--- config.mk ---
export PLATFORM = sky130hd
export DESIGN_NAME = calc_display_ctrl
export DESIGN_NICKNAME = d
export VERILOG_FILES = /design/src/rtl/calc_display_ctrl.sv
export SDC_FILE = /design/constraint.sdc
export NUM_CORES = 1
export LEC_CHECK = 0
export CAP_MARGIN = 30
export CORE_AREA = 2 2 181 183
export DETAILED_ROUTE_END_ITERATION = 6
export DIE_AREA = 0 0 183 185
export MAX_ROUTING_LAYER = met4
export PLACE_DENSITY_LB_ADDON = 0.3
export SETUP_SLACK_MARGIN = 0.1
export SYNTH_ARGS = -nofsm -noshare
export SYNTH_HDL_FRONTEND = slang
export SYNTH_SLANG_ARGS = --single-unit
export TNS_END_PERCENT = 30
--- constraint.sdc ---
create_clock -name clk -period 12.7 [get_ports clk]
set_input_delay 1.27 -clock clk [delete_from_list [all_inputs] [get_ports clk]]
set_output_delay 1.27 -clock clk [all_outputs]
set_load 0.02 [all_outputs]
--- src/rtl/calc_display_ctrl.sv ---
// Display-source controller: operand A/B, live result or browsed history entry to the display driver.
// Optional overflow blink is built only when CALC_DISP_BLINK_EN is defined.
module calc_display_ctrl #(
  parameter int WIDTH = 40,
  parameter int N_OPS = 8,
  parameter int OP_W  = 3,
  parameter int DEPTH = 4
`ifdef CALC_DISP_BLINK_EN
  , parameter int BLINK_DIV = 25000000
`endif
) (
  input  logic                      clk,
  input  logic                      rst,
  input  logic [1:0]                estado,
  input  logic [OP_W-1:0]           op,
  input  logic [WIDTH-1:0]          reg_a,
  input  logic [WIDTH-1:0]          reg_b,
  input  logic [N_OPS*WIDTH-1:0]    res_bus,
  input  logic [N_OPS-1:0]          res_done,
  input  logic [N_OPS-1:0]          res_ovf,
  input  logic                      hist_prev,
  input  logic                      hist_next,
  output logic [WIDTH-1:0]          disp,
  output logic [1:0]                disp_src,
  output logic                      ovf,
  output logic [$clog2(DEPTH):0]    hist_cnt
);

  localparam int PTR_W  = $clog2(DEPTH);
  localparam int CNT_W  = PTR_W + 1;
  localparam int N_SLOT = 2**OP_W;

  typedef enum logic [2:0] {S_A, S_B, S_WAIT, S_RES, S_HIST} state_t;

  state_t               state;
  logic [WIDTH-1:0]     word_q;
  logic [WIDTH-1:0]     res_word;
  logic                 res_ovf_q;
  logic [PTR_W-1:0]     wr_ptr;
  logic [CNT_W-1:0]     offset;
  logic [WIDTH:0]       hist_mem [DEPTH];

  // Zero-padding to 2**OP_W slots makes out-of-range op codes read as "never done".
  logic [N_SLOT*WIDTH-1:0] bus_pad;
  logic [N_SLOT-1:0]       done_pad;
  logic [N_SLOT-1:0]       ovf_pad;
  logic [WIDTH-1:0]        sel_word;
  logic                    sel_ovf;

  assign bus_pad  = (N_SLOT*WIDTH)'(res_bus);
  assign done_pad = N_SLOT'(res_done);
  assign ovf_pad  = N_SLOT'(res_ovf);
  assign sel_word = bus_pad[int'(op)*WIDTH +: WIDTH];
  assign sel_ovf  = ovf_pad[op];

  function automatic logic [PTR_W-1:0] ent_idx(input logic [PTR_W-1:0] wp,
                                               input logic [CNT_W-1:0] off);
    int i;
    i = (int'(wp) + 4*DEPTH - 1 - int'(off)) % DEPTH;
    return PTR_W'(i);
  endfunction

  logic           computing;
  logic           cap_hit;
  logic           prev_step;
  logic           next_step;
  logic [WIDTH:0] prev_ent;
  logic [WIDTH:0] next_ent;

  assign computing = (estado == 2'b11);
  assign cap_hit   = computing && (state == S_WAIT) && done_pad[op];
  assign prev_step = computing && hist_prev && !hist_next &&
                     (((state == S_RES) && (hist_cnt >= CNT_W'(2))) ||
                      ((state == S_HIST) && (offset < hist_cnt - CNT_W'(1))));
  assign next_step = computing && hist_next && !hist_prev && (state == S_HIST);
  assign prev_ent  = hist_mem[ent_idx(wr_ptr, offset + CNT_W'(1))];
  assign next_ent  = hist_mem[ent_idx(wr_ptr, offset - CNT_W'(1))];

  always_ff @(posedge clk) begin
    if (rst) begin
      state     <= S_A;
      word_q    <= '0;
      disp_src  <= 2'd0;
      ovf       <= 1'b0;
      hist_cnt  <= '0;
      wr_ptr    <= '0;
      offset    <= '0;
      res_word  <= '0;
      res_ovf_q <= 1'b0;
    end else begin
      case (estado)
        2'b01: begin
          state    <= S_A;
          word_q   <= reg_a;
          disp_src <= 2'd0;
          ovf      <= 1'b0;
          offset   <= '0;
        end
        2'b10: begin
          state    <= S_B;
          word_q   <= reg_b;
          disp_src <= 2'd1;
          ovf      <= 1'b0;
          offset   <= '0;
        end
        2'b11: begin
          if (state == S_A || state == S_B) begin
            state <= S_WAIT;
          end else if (cap_hit) begin
            res_word         <= sel_word;
            res_ovf_q        <= sel_ovf;
            hist_mem[wr_ptr] <= {sel_ovf, sel_word};
            wr_ptr           <= (wr_ptr == PTR_W'(DEPTH-1)) ? '0 : wr_ptr + PTR_W'(1);
            if (hist_cnt != CNT_W'(DEPTH)) hist_cnt <= hist_cnt + CNT_W'(1);
            word_q   <= sel_word;
            ovf      <= sel_ovf;
            disp_src <= 2'd2;
            offset   <= '0;
            state    <= S_RES;
          end else if (prev_step) begin
            state    <= S_HIST;
            offset   <= offset + CNT_W'(1);
            word_q   <= prev_ent[WIDTH-1:0];
            ovf      <= prev_ent[WIDTH];
            disp_src <= 2'd3;
          end else if (next_step) begin
            if (offset == CNT_W'(1)) begin
              // Stepping past the newest stored entry lands back on the live result.
              state    <= S_RES;
              offset   <= '0;
              word_q   <= res_word;
              ovf      <= res_ovf_q;
              disp_src <= 2'd2;
            end else begin
              offset   <= offset - CNT_W'(1);
              word_q   <= next_ent[WIDTH-1:0];
              ovf      <= next_ent[WIDTH];
            end
          end
        end
        default: ;
      endcase
    end
  end

`ifdef CALC_DISP_BLINK_EN
  localparam int BW = (BLINK_DIV > 1) ? $clog2(BLINK_DIV) : 1;

  logic [BW-1:0] blink_cnt;
  logic          blank;

  // Any capture, browse step or leaving result display restarts the blink with the entry visible.
  always_ff @(posedge clk) begin
    if (rst || cap_hit || prev_step || next_step || !ovf || !disp_src[1] ||
        estado == 2'b01 || estado == 2'b10) begin
      blink_cnt <= '0;
      blank     <= 1'b0;
    end else if (blink_cnt == BW'(BLINK_DIV-1)) begin
      blink_cnt <= '0;
      blank     <= ~blank;
    end else begin
      blink_cnt <= blink_cnt + BW'(1);
    end
  end

  assign disp = (blank && ovf && disp_src[1]) ? '0 : word_q;
`else
  assign disp = word_q;
`endif

endmodule
==> results.json, run 1 <==
{
  "fin_util_pct": 66.8,
  "tightest_slew_ns": 1.04,
  "period_minus_slack_ns": 4.65,
  "synth-seq-cells": 259,
  "nNetsFinal": 2181,
  "syn_nets": 1780,
  "hold_path_startpoint": "disp[0]$_SDFFE_PP0P_",
  "setup_tns_ns": 0,
  "synth_compound_area_share_pct": 13.0,
  "hold_slack_ns": 0.484,
  "finalHoldViolCount": 0,
  "layout-drive-gt1-share_pct": 16.0,
  "final_common_cell": "clkdlybuf4s50_1",
  "hp-class": "register to register",
  "holdBufCountCts": 0,
  "ir_drop_mv": 0.101,
  "wl_per_cell_um": 22.7,
  "grtUsageTotal_pct": 29.2,
  "synth_edf_count": 164,
  "ys_types": 52,
  "synth_top_family_by_area": "multiplexers",
  "setup_viol": 0,
  "seq_area_frac_synth_pct": 44.1,
  "syn_area_um2": 15500,
  "cts_buffer_depth": 3,
  "rr_startpoint": "wr_ptr[0]$_SDFFE_PP0P_",
  "antenna_found_initial": 4,
  "gp_congestion": 0.899,
  "grt_pass1_vias": 13700,
  "rsz0062_at_grt": "no",
  "dieArea_um2": 33900,
  "gr-total-overflow": 0,
  "crit_arrival_ns": 4.83,
  "synth_xor_area_share_pct": 0.380,
  "post-cts-setup-buffer-count": 0,
  "drc": 0,
  "io_pins": 471,
  "crit_type": "input port to register",
  "numPortBuffers": 470,
  "cts_made_buffers": 26,
  "drv_cap": 0,
  "dp_hpwl_um": 35400,
  "netlist_top_cells_area": "edfxtp_1 32%, mux4_2 20%, dfxtp_1 12%",
  "worst-path-max-fanout": 74,
  "via_per_inst": 6.21,
  "cts_tree": "done",
  "totalWireLength_um": 49300,
  "slew_viol_final": 0,
  "worst_ep_required_time_ns": 12.88,
  "synth_fa_ha_area_share_pct": 1.13,
  "antenna_left": 0,
  "synth-simple-area-share_pct": 10.3,
  "synth_mux_area_share_pct": 26.7,
  "num_vias": 13500,
  "rows": 66,
  "drt_first_pass_iters": 5,
  "status": "finished clean",
  "dp_cells": 2122,
  "finalNonFillerCells": 2174,
  "grt_start_max_net_pins": 75,
  "clk_pin_slew_ns": 0.06,
  "clock_skew_ns": 0.00691,
  "cts_resized": 0,
  "cts-root-buf": "clkbuf_16",
  "yosys.area.top_type": "edfxtp_1",
  "grt_pass1_wl_um": 74500,
  "timing.slew.headroom_pct": 30.6,
  "worstSetupEndpointType": "register",
  "synthFlopType": "edfxtp_1",
  "clock.fmax_mhz": 215,
  "clock_latency_ns": 0.54,
  "core-area_um2": 32000,
  "syn2layout_area_growth_pct": 38.2,
  "leakagePower_nw": 7.79,
  "cts_max_level": 1,
  "cp-start-kind": "input port",
  "drtIter0Drc": 1289,
  "clkSinkCount": 259,
  "syn_inst": 1341,
  "die_w_um": 183,
  "ys_warn_count": 0,
  "critPathLaunch": "op[1]",
  "start_util_pct": 48.4,
  "layout_common_cells": "464 x clkdlybuf4s50_1, 166 x nand2_1, 164 x edfxtp_1, 141 x mux4_2, 124 x nor2_1",
  "avgSynthCellArea_um2": 11.6,
  "die_y_um": 185,
  "power_density_nw_per_um2": 107,
  "async_reset_ff_share_pct": 0,
  "synth_top_area_share_pct": 31.8,
  "finalCritPeriodShare_pct": 36.6
}
final cells by class:
| cell class | instances | area (um^2) |
|---|---|---|
| fill | 2387 | 10600 |
| multi-input combinational | 917 | 8060 |
| sequential | 259 | 6830 |
| timing repair buffer | 498 | 4930 |
| clock buffer | 31 | 691 |
| tap | 408 | 510 |
| clock inverter | 17 | 238 |
| inverter | 40 | 150 |
| antenna | 4 | 10.0 |
routing by layer:
layer  GRT usage [%]  share of wire [%]  wire (um)
met1            35.1                 37      18100
met2            51.3                 52      25700
met3            3.42                8.1       4010
met4            10.3                3.1       1520
met5               -                  0          0
registers in the layout (all words and copies together), names as in the netlist:
register,flops
disp,40
disp_src,2
hist_cnt,3
hist_mem,164
offset,3
ovf,1
res_ovf_q,1
res_word,40
state,3
wr_ptr,2
worst paths after layout:
check / endpoint / slack [ns] / cells after the start
hold / removal: disp[0]$_SDFFE_PP0P_ / 0.48 / 1
setup reg to reg: disp[35]$_SDFFE_PP0P_ / 8.15 / 9
hold reg to reg: disp[0]$_SDFFE_PP0P_ / 0.48 / 1
setup / recovery: hist_mem[2][14]$_DFFE_PP_ / 8.05 / 7
stage by stage:
stage               power, mW  setup WS [ns]  cell area, um^2
finish                   2.29           8.05            21400
floorplan                1.24           6.58            15500
detailed placement       1.47           7.49            20500
CTS                      2.30           8.04            21400
global placement         1.46           7.60            20400
global route             2.37           7.81            21400
critical path, cell delays in order:
cell and delay (ns):
buf_4 0.34, buf_4 0.56, mux4_2 0.36, a2bb2oi_1 0.46, nand3_4 0.84, nor3b_2 0.44
buf_4 0.46
cell families (layout without fill, tap and decap cells):
family,count (synthesis),count (layout)
fa+ha+maj,14,14
simple gates,381,381
xor+xnor,5,5
flops,259,259
other cells,0,4
buf+inv,165,586
compound gates,284,284
mux,233,233
cell usage after synthesis, types with 7 or more instances:
master    count
dfxtp_1      95
edfxtp_1    164
ha_1         14
clkbuf_1     78
a31o_2       14
a22oi_1       8
o22a_1        7
o211ai_1     20
o311ai_0     12
o221ai_1     32
a221oi_1     14
a21oi_1      39
a21boi_0     12
mux2i_1      57
mux4_2      141
a211oi_1     14
nor2_1      124
nor3_1       40
inv_1        40
nand3_1      23
nand2_1     166
o22ai_1      21
and2_1        7
mux2_2       35
o21ai_0      49
buf_1        12
buf_2        29
a31oi_1      23
where the power goes:
group | internal [mW] | switching [mW]
Clock | 0.509 | 0.322
Combinational | 0.286 | 0.236
Sequential | 0.925 | 0.0110
Total | 1.72 | 0.569
Note: power is estimated with default switching activity, not from simulation.
==> run 2: changes to the inputs <==
Settings changed: CORE_AREA 2 2 181 183 to unset, CORE_MARGIN set to 2, CORE_UTILIZATION set to 48, DIE_AREA 0 0 183 185 to unset.
Clock period 12.7 ns to 4.86 ns, I/O delays scaled along.
==> run 2 against run 1 <==
First-iteration DRC count shrank 17%. Setup slack worse by 6.7 ns. Critical path type is now register to register. Clock power grew to 2.6 times the previous value. Via count decreased by 0.58%. Clock skew increased by 0.017 ns.
==> results.json, run 2 (same netlist as run 1, synthesis figures left out) <==
{
  "power_density_nw_per_um2": 277,
  "setup_viol": 0,
  "tightest_slew_ns": 1.01,
  "drt_first_pass_iters": 6,
  "gp_congestion": 0.913,
  "grt_start_max_net_pins": 64,
  "cts_buffer_depth": 3,
  "hp-class": "register to register",
  "crit_type": "register to register",
  "grt_pass1_vias": 13700,
  "drc": 0,
  "leakagePower_nw": 7.82,
  "cts_max_level": 1,
  "hold_path_startpoint": "disp[0]$_SDFFE_PP0P_",
  "setup_tns_ns": 0,
  "cts-root-buf": "clkbuf_16",
  "antenna_found_initial": 3,
  "cp-start-kind": "register",
  "core-area_um2": 31600,
  "pre_cts_ws_ns": 1.33,
  "clock_skew_ns": 0.0235,
  "wl_per_cell_um": 22.8,
  "finalNonFillerCells": 2176,
  "num_vias": 13400,
  "rsz0062_at_grt": "no",
  "drv_cap": 0,
  "io_pins": 471,
  "clkSinkCount": 259,
  "post-cts-setup-buffer-count": 0,
  "numPortBuffers": 470,
  "worst-path-max-fanout": 27,
  "finalCritPeriodShare_pct": 73.2,
  "cts_resized": 0,
  "antenna_left": 0,
  "gr-total-overflow": 0,
  "cts_tree": "done",
  "syn2layout_area_growth_pct": 38.5,
  "layout-drive-gt1-share_pct": 16.5,
  "largest_register_ffs": 164,
  "cts_made_buffers": 27,
  "top_register": "hist_mem",
  "status": "finished clean",
  "grtUsageTotal_pct": 29.7,
  "crit_arrival_ns": 3.96,
  "rows": 65,
  "final_common_cell": "clkdlybuf4s50_1",
  "finalHoldViolCount": 0,
  "nNetsFinal": 2189,
  "worst_ep_required_time_ns": 5.26,
  "dieArea_um2": 33700,
  "clock.fmax_mhz": 281,
  "clock_latency_ns": 0.54,
  "holdBufCountCts": 0,
  "rr_startpoint": "wr_ptr[0]$_SDFFE_PP0P_",
  "totalWireLength_um": 49600,
  "dp_cells": 2123,
  "dpl_cell_area_um2": 20500,
  "drtIter0Drc": 1066,
  "fin_ws_ns": 1.30,
  "timing.slew.headroom_pct": 32.6,
  "fin_util_pct": 67.8,
  "fillers": 2290,
  "fin_area_um2": 21500,
  "ir_drop_mv": 0.268,
  "clk_pin_slew_ns": 0.06,
  "hold_depth": 1,
  "rrSetupSlack_ns": 1.30,
  "via_per_inst": 6.16,
  "start_util_pct": 49.0,
  "die_y_um": 184,
  "grt_pass1_wl_um": 74800,
  "layout_common_cells": "464 x clkdlybuf4s50_1, 166 x nand2_1, 164 x edfxtp_1, 141 x mux4_2, 124 x nor2_1",
  "worstSetupEndpointType": "register",
  "dp_hpwl_um": 35100,
  "period_minus_slack_ns": 3.56,
  "die_w_um": 184,
  "reg2reg_depth": 10,
  "worst_r2r_endpoint": "ovf$_SDFFE_PP0P_",
  "min_to": "disp[0]$_SDFFE_PP0P_",
  "slew_viol_final": 0
}
[run 2: critical path: stages, from the launching register on]
cell and delay, ns:
dfxtp_1 0.46, inv_1 0.11, ha_1 0.30, buf_4 0.22, xnor3_4 0.85, buf_4 0.38, mux4_2 0.53, nand2_1 0.08
a21oi_1 0.08, a211oi_1 0.30, o41ai_1 0.11
[run 2: power breakdown]
| group | internal, mW | switching (mW) |
|---|---|---|
| registers | 2.42 | 0.0293 |
| clock network | 1.28 | 0.868 |
| logic | 0.750 | 0.607 |
[run 2: through the flow]
step	total power, mW	hold slack [ns]
global placement	3.82	0.471
global route	6.16	0.499
CTS	5.98	0.483
finish	5.95	0.481
detailed placement	3.85	0.469
floorplan	3.23	0.465
[run 2: worst max path at each step]
stage                           start                         to  slack [ns]  cells after the start
2_1_floorplan                   op[2]   hist_mem[0][0]$_DFFE_PP_       -0.48                      7
3_3_place_gp                    op[2]  hist_mem[1][22]$_DFFE_PP_        1.33                      7
5_1_grt        wr_ptr[0]$_SDFFE_PP0P_           ovf$_SDFFE_PP0P_        1.11                     10
3_5_place_dp   wr_ptr[0]$_SDFFE_PP0P_           ovf$_SDFFE_PP0P_        1.33                     10
4_1_cts        wr_ptr[0]$_SDFFE_PP0P_           ovf$_SDFFE_PP0P_        1.27                     10
6_report       wr_ptr[0]$_SDFFE_PP0P_           ovf$_SDFFE_PP0P_        1.30                     10
[run 2: area by class of cell]
type / instances / area [um^2] / area share (%)
antenna: 3 / 7.51 / 0.0350
clock buffer: 32 / 757 / 3.53
clock inverter: 18 / 185 / 0.863
tap: 402 / 503 / 2.34
multi-input combinational: 917 / 8050 / 37.5
timing repair buffer: 505 / 4980 / 23.2
inverter: 40 / 150 / 0.700
sequential: 259 / 6830 / 31.8
[run 2: per-layer routing]
metal	global-route usage, %	vias up	routed length [um]
li1	-	6036	-
met1	34.7	6644	18200
met2	53.3	661	26400
met3	4.38	73	3920
met4	8.06	0	1060
met5	-	-	0
==> run 3: changes to the inputs <==
Settings changed: CORE_UTILIZATION 48 to 43.
Clock period 4.86 ns to 3.2 ns, I/O delays scaled along.
==> run 3 against run 2 <==
Worst hold slack lost 0.41 ns. Setup slack got worse by 1.0 ns. Wire length increased by 6.6%. Largest power group unchanged. Non-clock buffer count rose by 24. Flip-flop and latch count is the same. Clock-buffer cell count is 3 higher. Combinational power increased by 57%. Core utilization is 6.3 points lower. Power increased by 55%. Register-to-register slack worse by 1.0 ns.
==> results.json, run 3 (same netlist as run 1, synthesis figures left out) <==
{
  "finalHoldViolCount": 0,
  "via_per_inst": 6.02,
  "pre_cts_ws_ns": 0.252,
  "setup_viol": 0,
  "hold_slack_ns": 0.0704,
  "cts_buffer_depth": 3,
  "switching_share_pct": 25.3,
  "pwr-share-clk_pct": 36.5,
  "dp_hpwl_um": 37400,
  "layout-drive-gt1-share_pct": 17.5,
  "power_density_nw_per_um2": 421,
  "clock.fmax_mhz": 345,
  "post-cts-setup-buffer-count": 0,
  "grtUsageTotal_pct": 28.4,
  "finalCritPeriodShare_pct": 90.5,
  "drt_first_pass_iters": 7,
  "p_seq_share_pct": 40.3,
  "leakagePower_nw": 8.01,
  "fin_area_um2": 21900,
  "crit_type": "register to register",
  "nNetsFinal": 2214,
  "slew_viol_final": 0,
  "numPortBuffers": 470,
  "switchingPower_mw": 2.33,
  "top_register": "hist_mem",
  "cp-start-kind": "register",
  "die_w_um": 194,
  "syn2layout_area_growth_pct": 41.2,
  "gr-total-overflow": 0,
  "holdBufCountCts": 0,
  "antenna_found_initial": 1,
  "die_y_um": 194,
  "timing.slew.headroom_pct": 37.1,
  "setup_tns_ns": 0,
  "grt_start_max_net_pins": 70,
  "num_vias": 13600,
  "clock_latency_ns": 0.55,
  "seq_area_um2": 6830,
  "core-area_um2": 35600,
  "fin_ws_ns": 0.304,
  "status": "finished clean",
  "grt_pass1_vias": 14400,
  "start_util_pct": 43.6,
  "io_pins": 471,
  "totalWireLength_um": 52900,
  "p_int_mw": 6.89,
  "clk_pin_slew_ns": 0.06,
  "dpl_cell_area_um2": 20900,
  "clock_skew_ns": 0.0194,
  "antenna_left": 0,
  "final_common_cell": "clkdlybuf4s50_1",
  "cts_max_level": 1,
  "cts_tree": "done",
  "cts-root-buf": "clkbuf_16",
  "cts_resized": 0,
  "clkSinkCount": 259,
  "hp-class": "input port to register",
  "largest_register_ffs": 164,
  "drv_cap": 0,
  "worst-path-max-fanout": 36,
  "drc": 0,
  "tightest_slew_ns": 0.944,
  "crit_arrival_ns": 3.30,
  "worst_ep_required_time_ns": 3.60,
  "pwr-share-comb_pct": 23.1,
  "drtIter0Drc": 1301,
  "cts_made_buffers": 28,
  "fillers": 2862,
  "multi_input_area_um2": 8080,
  "rows": 69,
  "dieArea_um2": 37600,
  "layout_common_cells": "464 x clkdlybuf4s50_1, 166 x nand2_1, 164 x edfxtp_1, 141 x mux4_2, 124 x nor2_1",
  "period_minus_slack_ns": 2.90,
  "gp_congestion": 0.896,
  "rsz0062_at_grt": "yes",
  "grt_pass1_wl_um": 81000,
  "ir_drop_mv": 0.390,
  "worstSetupEndpointType": "register",
  "wl_per_cell_um": 23.4
}
## run 3: worst paths after layout
| path | startpoint | endpoint | depth (start not counted) | slack (ns) |
|---|---|---|---|---|
| max reg2reg | wr_ptr[1]$_SDFFE_PP0P_ | ovf$_SDFFE_PP0P_ | 9 | 0.30 |
| min reg2reg | res_word[39]$_SDFFE_PP0P_ | res_word[39]$_SDFFE_PP0P_ | 2 | 0.49 |
| min | estado[0] | state[0]$_SDFFE_PP0P_ | 2 | 0.07 |
| max | wr_ptr[1]$_SDFFE_PP0P_ | ovf$_SDFFE_PP0P_ | 9 | 0.30 |
## run 3: metal layers
layer	GRT usage, %	wire (um)
met2	50.1	27400
met5	-	0
met1	33.1	18900
met3	4.35	4700
met4	10.0	1910
## run 3: metrics by stage
stage | utilization, % | std cells | power (mW)
2_1_floorplan | - | 1341 | 4.91
3_3_place_gp | 58.7 | 2205 | 5.88
3_5_place_dp | 58.7 | 2205 | 5.92
4_1_cts | 61.5 | 2257 | 9.25
5_1_grt | 61.5 | 2259 | 9.54
6_report | 61.5 | 2259 | 9.22
## run 3: power groups by stage
stage          Clock [mW]  Combinational [mW]  Sequential (mW)
2_1_floorplan           0                1.06             3.84
3_3_place_gp            0                2.09             3.79
3_5_place_dp            0                2.13             3.79
4_1_cts              3.40                2.14             3.72
5_1_grt              3.53                2.28             3.72
6_report             3.36                2.13             3.72
## run 3: worst max-delay path, cell delays in order (launching register included)
cell and delay, ns:
dfxtp_1 0.38, inv_1 0.08, ha_1 0.29, xnor3_4 0.66, buf_12 0.29, mux4_2 0.53
nand2_1 0.08, a21oi_1 0.08, a211oi_1 0.22, o41ai_1 0.10
## run 3: area by class of cell
| type | instances | area share (%) |
|---|---|---|
| multi-input cells | 917 | 36.9 |
| flip-flops and latches | 259 | 31.2 |
| repair buffers | 529 | 24.1 |
| clock buffers | 35 | 3.37 |
| well taps | 461 | 2.64 |
| clock inverters | 17 | 1.04 |
| inverters | 40 | 0.686 |
| diodes | 1 | 0.0114 |
